`src/rtl/cla_pipe_adder.sv`:
```
// Pipelined carry-lookahead adder/subtractor: one 4-bit CLA group resolved per stage,
// operands skewed in and results deskewed out so every field of a transaction emerges together.
module cla_pipe_adder #(
   parameter int WIDTH = 16
) (
   input  logic             clk,
   input  logic             rst_n,
   input  logic             in_valid,
   output logic             in_ready,
   input  logic [WIDTH-1:0] a,
   input  logic [WIDTH-1:0] b,
   input  logic             ci,
   input  logic             sub,
   output logic             out_valid,
   input  logic             out_ready,
   output logic [WIDTH-1:0] sum,
   output logic             co,
   output logic             ovf,
   output logic             pg,
   output logic             gg
);

   localparam int L   = WIDTH / 4;
   localparam int MSB = WIDTH - 1;

   // {carry-out, sum[3:0]} of a 4-bit group with every internal carry in lookahead form
   function automatic logic [4:0] cla4_sum(input logic [3:0] x, input logic [3:0] y,
                                           input logic cin);
      logic [3:0] p;
      logic [3:0] g;
      logic [4:0] c;
      p    = x ^ y;
      g    = x & y;
      c[0] = cin;
      c[1] = g[0] | (p[0] & cin);
      c[2] = g[1] | (p[1] & g[0]) | (p[1] & p[0] & cin);
      c[3] = g[2] | (p[2] & g[1]) | (p[2] & p[1] & g[0]) | (p[2] & p[1] & p[0] & cin);
      c[4] = g[3] | (p[3] & g[2]) | (p[3] & p[2] & g[1]) | (p[3] & p[2] & p[1] & g[0])
           | (&p & cin);
      return {c[4], p ^ c[3:0]};
   endfunction

   function automatic logic [1:0] cla4_gp(input logic [3:0] x, input logic [3:0] y);
      logic [3:0] p;
      logic [3:0] g;
      p = x ^ y;
      g = x & y;
      return {g[3] | (p[3] & g[2]) | (p[3] & p[2] & g[1]) | (p[3] & p[2] & p[1] & g[0]), &p};
   endfunction

   logic             adv;
   logic [L-1:0]     vld_q;
   logic [WIDTH-1:0] a_q    [0:L-1];
   logic [WIDTH-1:0] bp_q   [0:L-1];
   logic [WIDTH-1:0] s_q    [0:L-1];
   logic             c_q    [0:L-1];
   logic             pacc_q [0:L-1];
   logic             gacc_q [0:L-1];

   logic [WIDTH-1:0] s_d    [0:L-1];
   logic             c_d    [0:L-1];
   logic             pacc_d [0:L-1];
   logic             gacc_d [0:L-1];
   logic             ovf_d;

   logic             out_valid_q;
   logic [WIDTH-1:0] sum_q;
   logic             co_q;
   logic             ovf_q;
   logic             pg_q;
   logic             gg_q;

   assign adv       = !out_valid_q || out_ready;
   assign in_ready  = adv;
   assign out_valid = out_valid_q;
   assign sum       = sum_q;
   assign co        = co_q;
   assign ovf       = ovf_q;
   assign pg        = pg_q;
   assign gg        = gg_q;

   // stage k resolves group k from the carry and group P/G accumulated by stages below it
   always_comb begin
      for (int k = 0; k < L; k++) begin
         logic [4:0] grp;
         logic [1:0] gp;
         grp                = cla4_sum(a_q[k][4*k +: 4], bp_q[k][4*k +: 4], c_q[k]);
         gp                 = cla4_gp(a_q[k][4*k +: 4], bp_q[k][4*k +: 4]);
         s_d[k]             = s_q[k];
         s_d[k][4*k +: 4]   = grp[3:0];
         c_d[k]             = grp[4];
         pacc_d[k]          = gp[0] & pacc_q[k];
         gacc_d[k]          = gp[1] | (gp[0] & gacc_q[k]);
      end
      ovf_d = (a_q[L-1][MSB] == bp_q[L-1][MSB]) && (s_d[L-1][MSB] != a_q[L-1][MSB]);
   end

   // stage 0 captures the effective operands; later stages shift the skew/deskew data
   always_ff @(posedge clk) begin
      if (adv) begin
         a_q[0]    <= a;
         bp_q[0]   <= sub ? ~b : b;
         c_q[0]    <= sub ? 1'b1 : ci;
         s_q[0]    <= '0;
         pacc_q[0] <= 1'b1;
         gacc_q[0] <= 1'b0;
         for (int k = 0; k < L - 1; k++) begin
            a_q[k+1]    <= a_q[k];
            bp_q[k+1]   <= bp_q[k];
            s_q[k+1]    <= s_d[k];
            c_q[k+1]    <= c_d[k];
            pacc_q[k+1] <= pacc_d[k];
            gacc_q[k+1] <= gacc_d[k];
         end
      end
   end

   // valid chain and result registers
   always_ff @(posedge clk or negedge rst_n) begin
      if (!rst_n) begin
         vld_q       <= '0;
         out_valid_q <= 1'b0;
         sum_q       <= '0;
         co_q        <= 1'b0;
         ovf_q       <= 1'b0;
         pg_q        <= 1'b0;
         gg_q        <= 1'b0;
      end else if (adv) begin
         vld_q       <= {vld_q[L-2:0], in_valid};
         out_valid_q <= vld_q[L-1];
         sum_q       <= s_d[L-1];
         co_q        <= c_d[L-1];
         ovf_q       <= ovf_d;
         pg_q        <= pacc_d[L-1];
         gg_q        <= gacc_d[L-1];
      end
   end

endmodule

```
`config.mk`:
```
export PLATFORM = sky130hd
export DESIGN_NAME = cla_pipe_adder
export DESIGN_NICKNAME = d
export VERILOG_FILES = /design/src/rtl/cla_pipe_adder.sv
export SDC_FILE = /design/constraint.sdc
export NUM_CORES = 1
export LEC_CHECK = 0
export CAP_MARGIN = 20
export CORE_MARGIN = 3
export CORE_UTILIZATION = 55
export CTS_CLUSTER_DIAMETER = 40
export CTS_CLUSTER_SIZE = 24
export DETAILED_ROUTE_END_ITERATION = 8
export PLACE_DENSITY = 0.89
export SLEW_MARGIN = 30
export SYNTH_ARGS = -nofsm -noshare
export SYNTH_HDL_FRONTEND = slang
export SYNTH_SLANG_ARGS = --single-unit
```
`constraint.sdc`:
```
create_clock -name clk -period 4 [get_ports clk]
set_clock_uncertainty 0.1 [all_clocks]
set_input_delay 0.6 -clock clk [delete_from_list [all_inputs] [get_ports clk]]
set_output_delay 0.6 -clock clk [all_outputs]
set_load 0.01 [all_outputs]
```
==> impl_metrics.tcl, run 1 <==
set metrics [dict create \
    ctsHoldBuffers 1 \
    htreeDepth 4 \
    numCtsBuffers 17 \
    relSlewSlack 0.4200 \
    timing.fmax_mhz 352.4 \
    viasPerCell 4.928 \
    crit_buf_inv 4 \
    endpoint_kind "output pin" \
    path_common_cell "clkdlybuf4s50_1" \
    area_growth_pct 24.94 \
    finish.instance_area_um2 6569 \
    root_buffer "clkbuf_8" \
    setup_violations 0 \
    hold_slack_ps 317.6 \
    gp_congestion 0.8177 \
    grt_start_max_net_pins 66 \
    critPathTopFamily "buffers and inverters" \
    use_met1 0.1886 \
    worst_slew_pin_slew_ps 867.3 \
    leakage_nw 2.679 \
    die_y_um 103.8 \
    synth-seq-cells 140 \
    layout-drive-gt1-share 0.09157 \
    cts_buffer_depth 2 \
    core_area_um2 9284 \
    crit_required_ps 3300 \
    finalSetupTns_ps 0 \
    final_max_slew_viol_count 0 \
    crit_path_start_kind "input pin" \
    grt_setup_unrepaired "false" \
    yosys.cell_types.count 30 \
    io_buffers 59 \
    final_cell_count_no_fill 544 \
    maxCapViolCount 0 \
    fin_crit_ps 2838 \
    cts_sinks 140 \
    drt_iter0_drc 144 \
    final-hold-violation-count 0 \
    cts_tree "yes" \
    globalRouteTotalUtil 0.1603 \
    busiest_layer "met2" \
    dpl_worst_slack_ps 1151 \
    path_max_fanout 24 \
    antenna_found_initial 0 \
    netlist_area_um2 5258 \
    holdPathStages 0 \
    place_hpwl_um 5234 \
    timing.final.crit_share 0.7095 \
    timing.rr.end "bp_q[0][1]" \
    io_pins 60 \
    post_cts_resized 0 \
    num_antenna_cells 0 \
    synth_area_per_cell_um2 16.08 \
    cpMaxStageDelayCell "clkdlybuf4s50_1" \
    die_x_um 103.8 \
    yosysSeqAreaShare 0.7739 \
    slowest_delay_ps 600 \
    critPathKind "in -> out" \
    clkTransAtPathRegs_ps 60 \
    drc 0 \
    die_area_um2 10770 \
    dr_total_vias 2681 \
    hp-class "reg -> reg" \
    final_nets 460 \
    max-vdd-ir-drop_v 0.0003331 \
    synthesis.nets 385 \
    grtUsageMet2 0.2668 \
    path_cells "clkdlybuf4s50_1 > nor2b_2 > buf_4 > inv_4 > clkdlybuf4s50_1" \
    clkLatencyLatePin_ps 510 \
    fin_total_pwr_mw 5.269 \
    final_util 0.7075 \
    wire_per_inst_um 14.40 \
    grt_pass1_vias 2795 \
    r2r_cells 4 \
    rows 35 \
    worstReg2RegStart "out_valid" \
    r2r_slack_ps 1910 \
    antenna_left 0 \
    cp_data_arrival_time_ps 2140 \
    min_to "a_q[1][5]" \
    grt_pass1_wl_um 13260 \
    dr.pass1.iters 5 \
    placed_cell_area_um2 5996 \
    timing.final.ws_setup_ps 1162 \
    ys.warnings.count 0 \
    dp.cells 511 \
    wl_um 7831 \
    initial_utilization 0.5663 \
    synth_cells 327 \
    cts_setup_buffers 0 \
    min_from "a_q[0][5]" \
    status "completed" \
    overflow 0 \
    pwr_density_cell_nw_per_um2 802.1 \
    fillCellCount 617 \
    grt_use_met3 0.04673 \
]
-- sequential cells by signal, summed over array words and instances, names as in the netlist --
signal,cells
gg,1
vld_q,4
pacc_q,4
out_valid,1
pg,1
s_q,24
ovf,1
c_q,4
bp_q,40
a_q,40
gacc_q,3
sum,16
co,1
-- power breakdown --
group	switching, mW	internal, mW
Combinational	0.707	0.594
Sequential	0.204	2.31
Clock	0.573	0.883
Total	1.48	3.78
-- area by class of cell --
cell class | instances | area (um2) | share of cell area
sequential | 140 | 4069 | 0.6194
clock inverter | 15 | 148.9 | 0.02267
timing repair buffer | 63 | 618.1 | 0.09410
multi-input combinational | 161 | 1084 | 0.1650
inverter | 19 | 73.82 | 0.01124
clock buffer | 17 | 414.1 | 0.06305
tap | 129 | 161.4 | 0.02457
-- worst max-delay path by stage --
stage	from	endpoint	slack (ps)	cells after the start
after detailed placement	out_ready	in_ready	1150	5
final	out_ready	in_ready	1160	5
after floorplan	out_ready	in_ready	950	4
after CTS	out_ready	in_ready	1150	5
after global placement	out_ready	in_ready	1160	5
after global routing	out_ready	in_ready	1090	5
-- cell usage in the layout, fill, tap and decap left out, drive strengths merged, types with 3 or more instances in the layout --
cell type,Yosys,layout
clkbuf,1,17
o21bai,4,4
ha,16,16
nand2,64,64
edfxtp,114,114
a21o,9,9
nor2,3,3
clkinvlp,0,3
dfrtp,25,25
inv,19,21
a21oi,13,13
fa,4,4
buf,6,4
o21ai,3,3
xnor2,7,7
clkdlybuf4s50,0,58
clkinv,0,8
xor2,22,22
-- Yosys cell counts (all sizes together) --
cell type	n	area [um2]
a21o	9	67.56
a21oi	13	65.06
a22o	1	8.760
a41oi	1	8.760
and2	2	12.51
and3	2	12.51
and4	2	17.52
buf	6	32.53
clkbuf	1	3.750
dfrtp	25	625.6
dfxtp	1	20.02
edfxtp	114	3423
fa	4	80.08
ha	16	200.2
inv	19	71.31
nand2	64	240.2
nand2b	2	12.51
nor2	3	11.26
nor2b	1	6.260
nor3	1	5.000
o211ai	1	7.510
o21a	1	7.510
o21ai	3	15.01
o21bai	4	30.03
o31ai	1	12.51
or2	1	6.260
xnor2	7	61.31
xor2	22	192.7
-- per-layer routing --
layer / share of wire / up-vias / wire, um
met3: 0.049 / 13 / 385
met1: 0.41 / 1286 / 3220
met2: 0.52 / 76 / 4069
li1: - / 1306 / -
met4: 0.020 / 0 / 155
met5: 0 / - / 0
-- kinds of logic (layout without fill, tap and decap cells) --
group | count (synthesis) | after routing | share of synthesized area
adders and majority gates | 20 | 20 | 0.05331
and+or+nand+nor | 78 | 78 | 0.06164
DFF | 140 | 140 | 0.7739
xor gates and xnor gates | 29 | 29 | 0.04831
AOI/OAI and AO/OA | 34 | 34 | 0.04236
buffers and inverters | 26 | 114 | 0.02046
Power figures use the tool's default switching activity.
==> inputs of run 2 (changes only) <==
--- a/config.mk
+++ b/config.mk
@@ -7,11 +7,11 @@
 export LEC_CHECK = 0
 export CAP_MARGIN = 20
 export CORE_MARGIN = 3
-export CORE_UTILIZATION = 55
+export CORE_UTILIZATION = 50
 export CTS_CLUSTER_DIAMETER = 40
 export CTS_CLUSTER_SIZE = 24
 export DETAILED_ROUTE_END_ITERATION = 8
-export PLACE_DENSITY = 0.89
+export PLACE_DENSITY = 0.86
 export SLEW_MARGIN = 30
 export SYNTH_ARGS = -nofsm -noshare
 export SYNTH_HDL_FRONTEND = slang
==> constraint.sdc (replaced) <==
create_clock -name clk -period 2.45 [get_ports clk]
set_clock_uncertainty 0.1 [all_clocks]
set_input_delay 0.3675 -clock clk [delete_from_list [all_inputs] [get_ports clk]]
set_output_delay 0.3675 -clock clk [all_outputs]
set_load 0.01 [all_outputs]
==> run 2 against run 1 <==
- wire length shrank 3.9%
- die area grew 9.4%
- sequential share of layout area is essentially flat
- register-to-register slack lost 1400 ps
- first-iteration DRC count shrank 5.6%
- global-route usage shrank 1.5 points
- power grew 61%
- critical path type is now reg -> out
- largest cell class unchanged
- largest power group unchanged
==> impl_metrics.tcl, run 2 (synthesis gave the netlist of run 1 again) <==
set metrics [dict create \
    fin_crit_ps 2170 \
    crit_path_start_kind "register" \
    critPathLaunch "out_valid" \
    cts_buffer_depth 2 \
    wire_per_inst_um 13.73 \
    endpoint_kind "output pin" \
    post_cts_resized 0 \
    layout_common_cells "edfxtp_1, nand2_1, clkdlybuf4s50_1, dfrtp_1, xor2_1" \
    final_max_slew_viol_count 0 \
    die_area_um2 11780 \
    critPathTopFamily "buffers and inverters" \
    core_area_um2 10000 \
    die_y_um 108.5 \
    clkLatencyLatePin_ps 510 \
    final-hold-violation-count 0 \
    die_x_um 108.5 \
    maxCapViolCount 0 \
    power_switching_share 0.2792 \
    leakage_nw 2.692 \
    drc 0 \
    overflow 0 \
    layout-drive-gt1-share 0.09157 \
    globalRouteTotalUtil 0.1455 \
    clkTransAtPathRegs_ps 60 \
    dr.pass1.iters 4 \
    cts_setup_buffers 0 \
    wl_um 7524 \
    timing.fmax_mhz 460.9 \
    r2r_cells 5 \
    htreeDepth 4 \
    relSlewSlack 0.5583 \
    hold_slack_ps 121.1 \
    grt_pass1_vias 2702 \
    combPwrFrac 0.249 \
    timing.rr.end "c_q[1]" \
    final_util 0.6572 \
    worstReg2RegStart "bp_q[0][1]" \
    grt_start_max_net_pins 141 \
    timing.final.crit_share 0.8856 \
    ff_latch_area_um2 4069 \
    cp_data_arrival_time_ps 1700 \
    final_nets 460 \
    antenna_left 0 \
    cts_tree "yes" \
    cp-endpoint "in_ready" \
    ctsHoldBuffers 0 \
    initial_utilization 0.5258 \
    finalSetupTns_ps 0 \
    viasPerCell 4.874 \
    dp.cells 516 \
    place_hpwl_um 4882 \
    top_regs "a_q: 40 flops, bp_q: 40 flops, s_q: 24 flops" \
    cpMaxStageDelayCell "clkdlybuf4s50_1" \
    cts_sinks 140 \
    path_max_fanout 2 \
    path_cells "nor2b_2 > inv_4 > clkdlybuf4s50_1" \
    crit_buf_inv 2 \
    numCtsBuffers 17 \
    cp.depth 3 \
    final_cell_count_no_fill 548 \
    setup_violations 0 \
    multiInputGateArea_um2 1084 \
    power_frac_seq 0.482 \
    hp-class "in -> async" \
    crit_required_ps 1980 \
    power_frac_clock 0.269 \
    max-vdd-ir-drop_v 0.0006421 \
    grt_pass1_wl_um 12810 \
    status "completed" \
    worst_slew_pin_slew_ps 662.5 \
    io_buffers 59 \
    drt_iter0_drc 136 \
    critPathKind "reg -> out" \
    layout_commonest_cell "edfxtp_1" \
    dr_total_vias 2671 \
    r2r_slack_ps 550 \
    slowest_delay_ps 590 \
    rows 36 \
    antenna_found_initial 0 \
    grt_setup_unrepaired "false" \
    finish.instance_area_um2 6571 \
    power.switching_mw 2.371 \
    gp_congestion 0.8415 \
    area_growth_pct 24.99 \
    placed_cell_area_um2 6026 \
    intPower_mw 6.121 \
    root_buffer "clkbuf_8" \
    pwr_density_cell_nw_per_um2 1292 \
    fillCellCount 701 \
    io_pins 60 \
    num_antenna_cells 0 \
]
-- run 2: worst reg2reg max path, cell delays in order, from the launching register on --
cell and delay (ps):
edfxtp_1 380, ha_1 370, a21o_1 210, a21o_1 210
a21o_1 190, a21o_1 190
-- run 2: final cells by class --
type,count,share of cell area
clock inverters,10,0.009139
inverters,19,0.01123
clock buffers,22,0.07388
repair buffers,63,0.09634
well taps,133,0.02532
flip-flops and latches,140,0.6192
multi-input cells,161,0.1649
-- run 2: metal layers --
| layer | global-route usage | vias up | part of all wire |
|---|---|---|---|
| li1 | - | 1301 | - |
| met1 | 0.1816 | 1266 | 0.42 |
| met4 | 0.08476 | 0 | 0.021 |
| met3 | 0.04060 | 13 | 0.062 |
| met2 | 0.2286 | 91 | 0.49 |
| met5 | 0 | - | 0 |
-- run 2: worst min path at each step --
stage | startpoint | end | cells after the start
floorplan | rst_n | co | 0
global placement | s_q[1][0] | s_q[2][0] | 0
detailed placement | a_q[0][12] | a_q[1][12] | 0
CTS | rst_n | sum[14] | 2
global route | rst_n | sum[14] | 2
finish | rst_n | sum[12] | 2
-- run 2: stage by stage --
step	total power [mW]	setup slack [ps]
2_1_floorplan	5.395	309.9
3_3_place_gp	6.057	383.7
3_5_place_dp	6.257	309.8
4_1_cts	8.570	208.5
5_1_grt	9.022	179.3
6_report	8.492	280.4
-- run 2: power groups by stage --
stage               Clock (mW)  Sequential (mW)  Combinational, mW
floorplan                    0             4.12               1.28
global route              2.45             4.20               2.37
finish                    2.29             4.09               2.11
CTS                       2.34             4.10               2.13
global placement             0             4.08               1.98
detailed placement           0             4.14               2.12
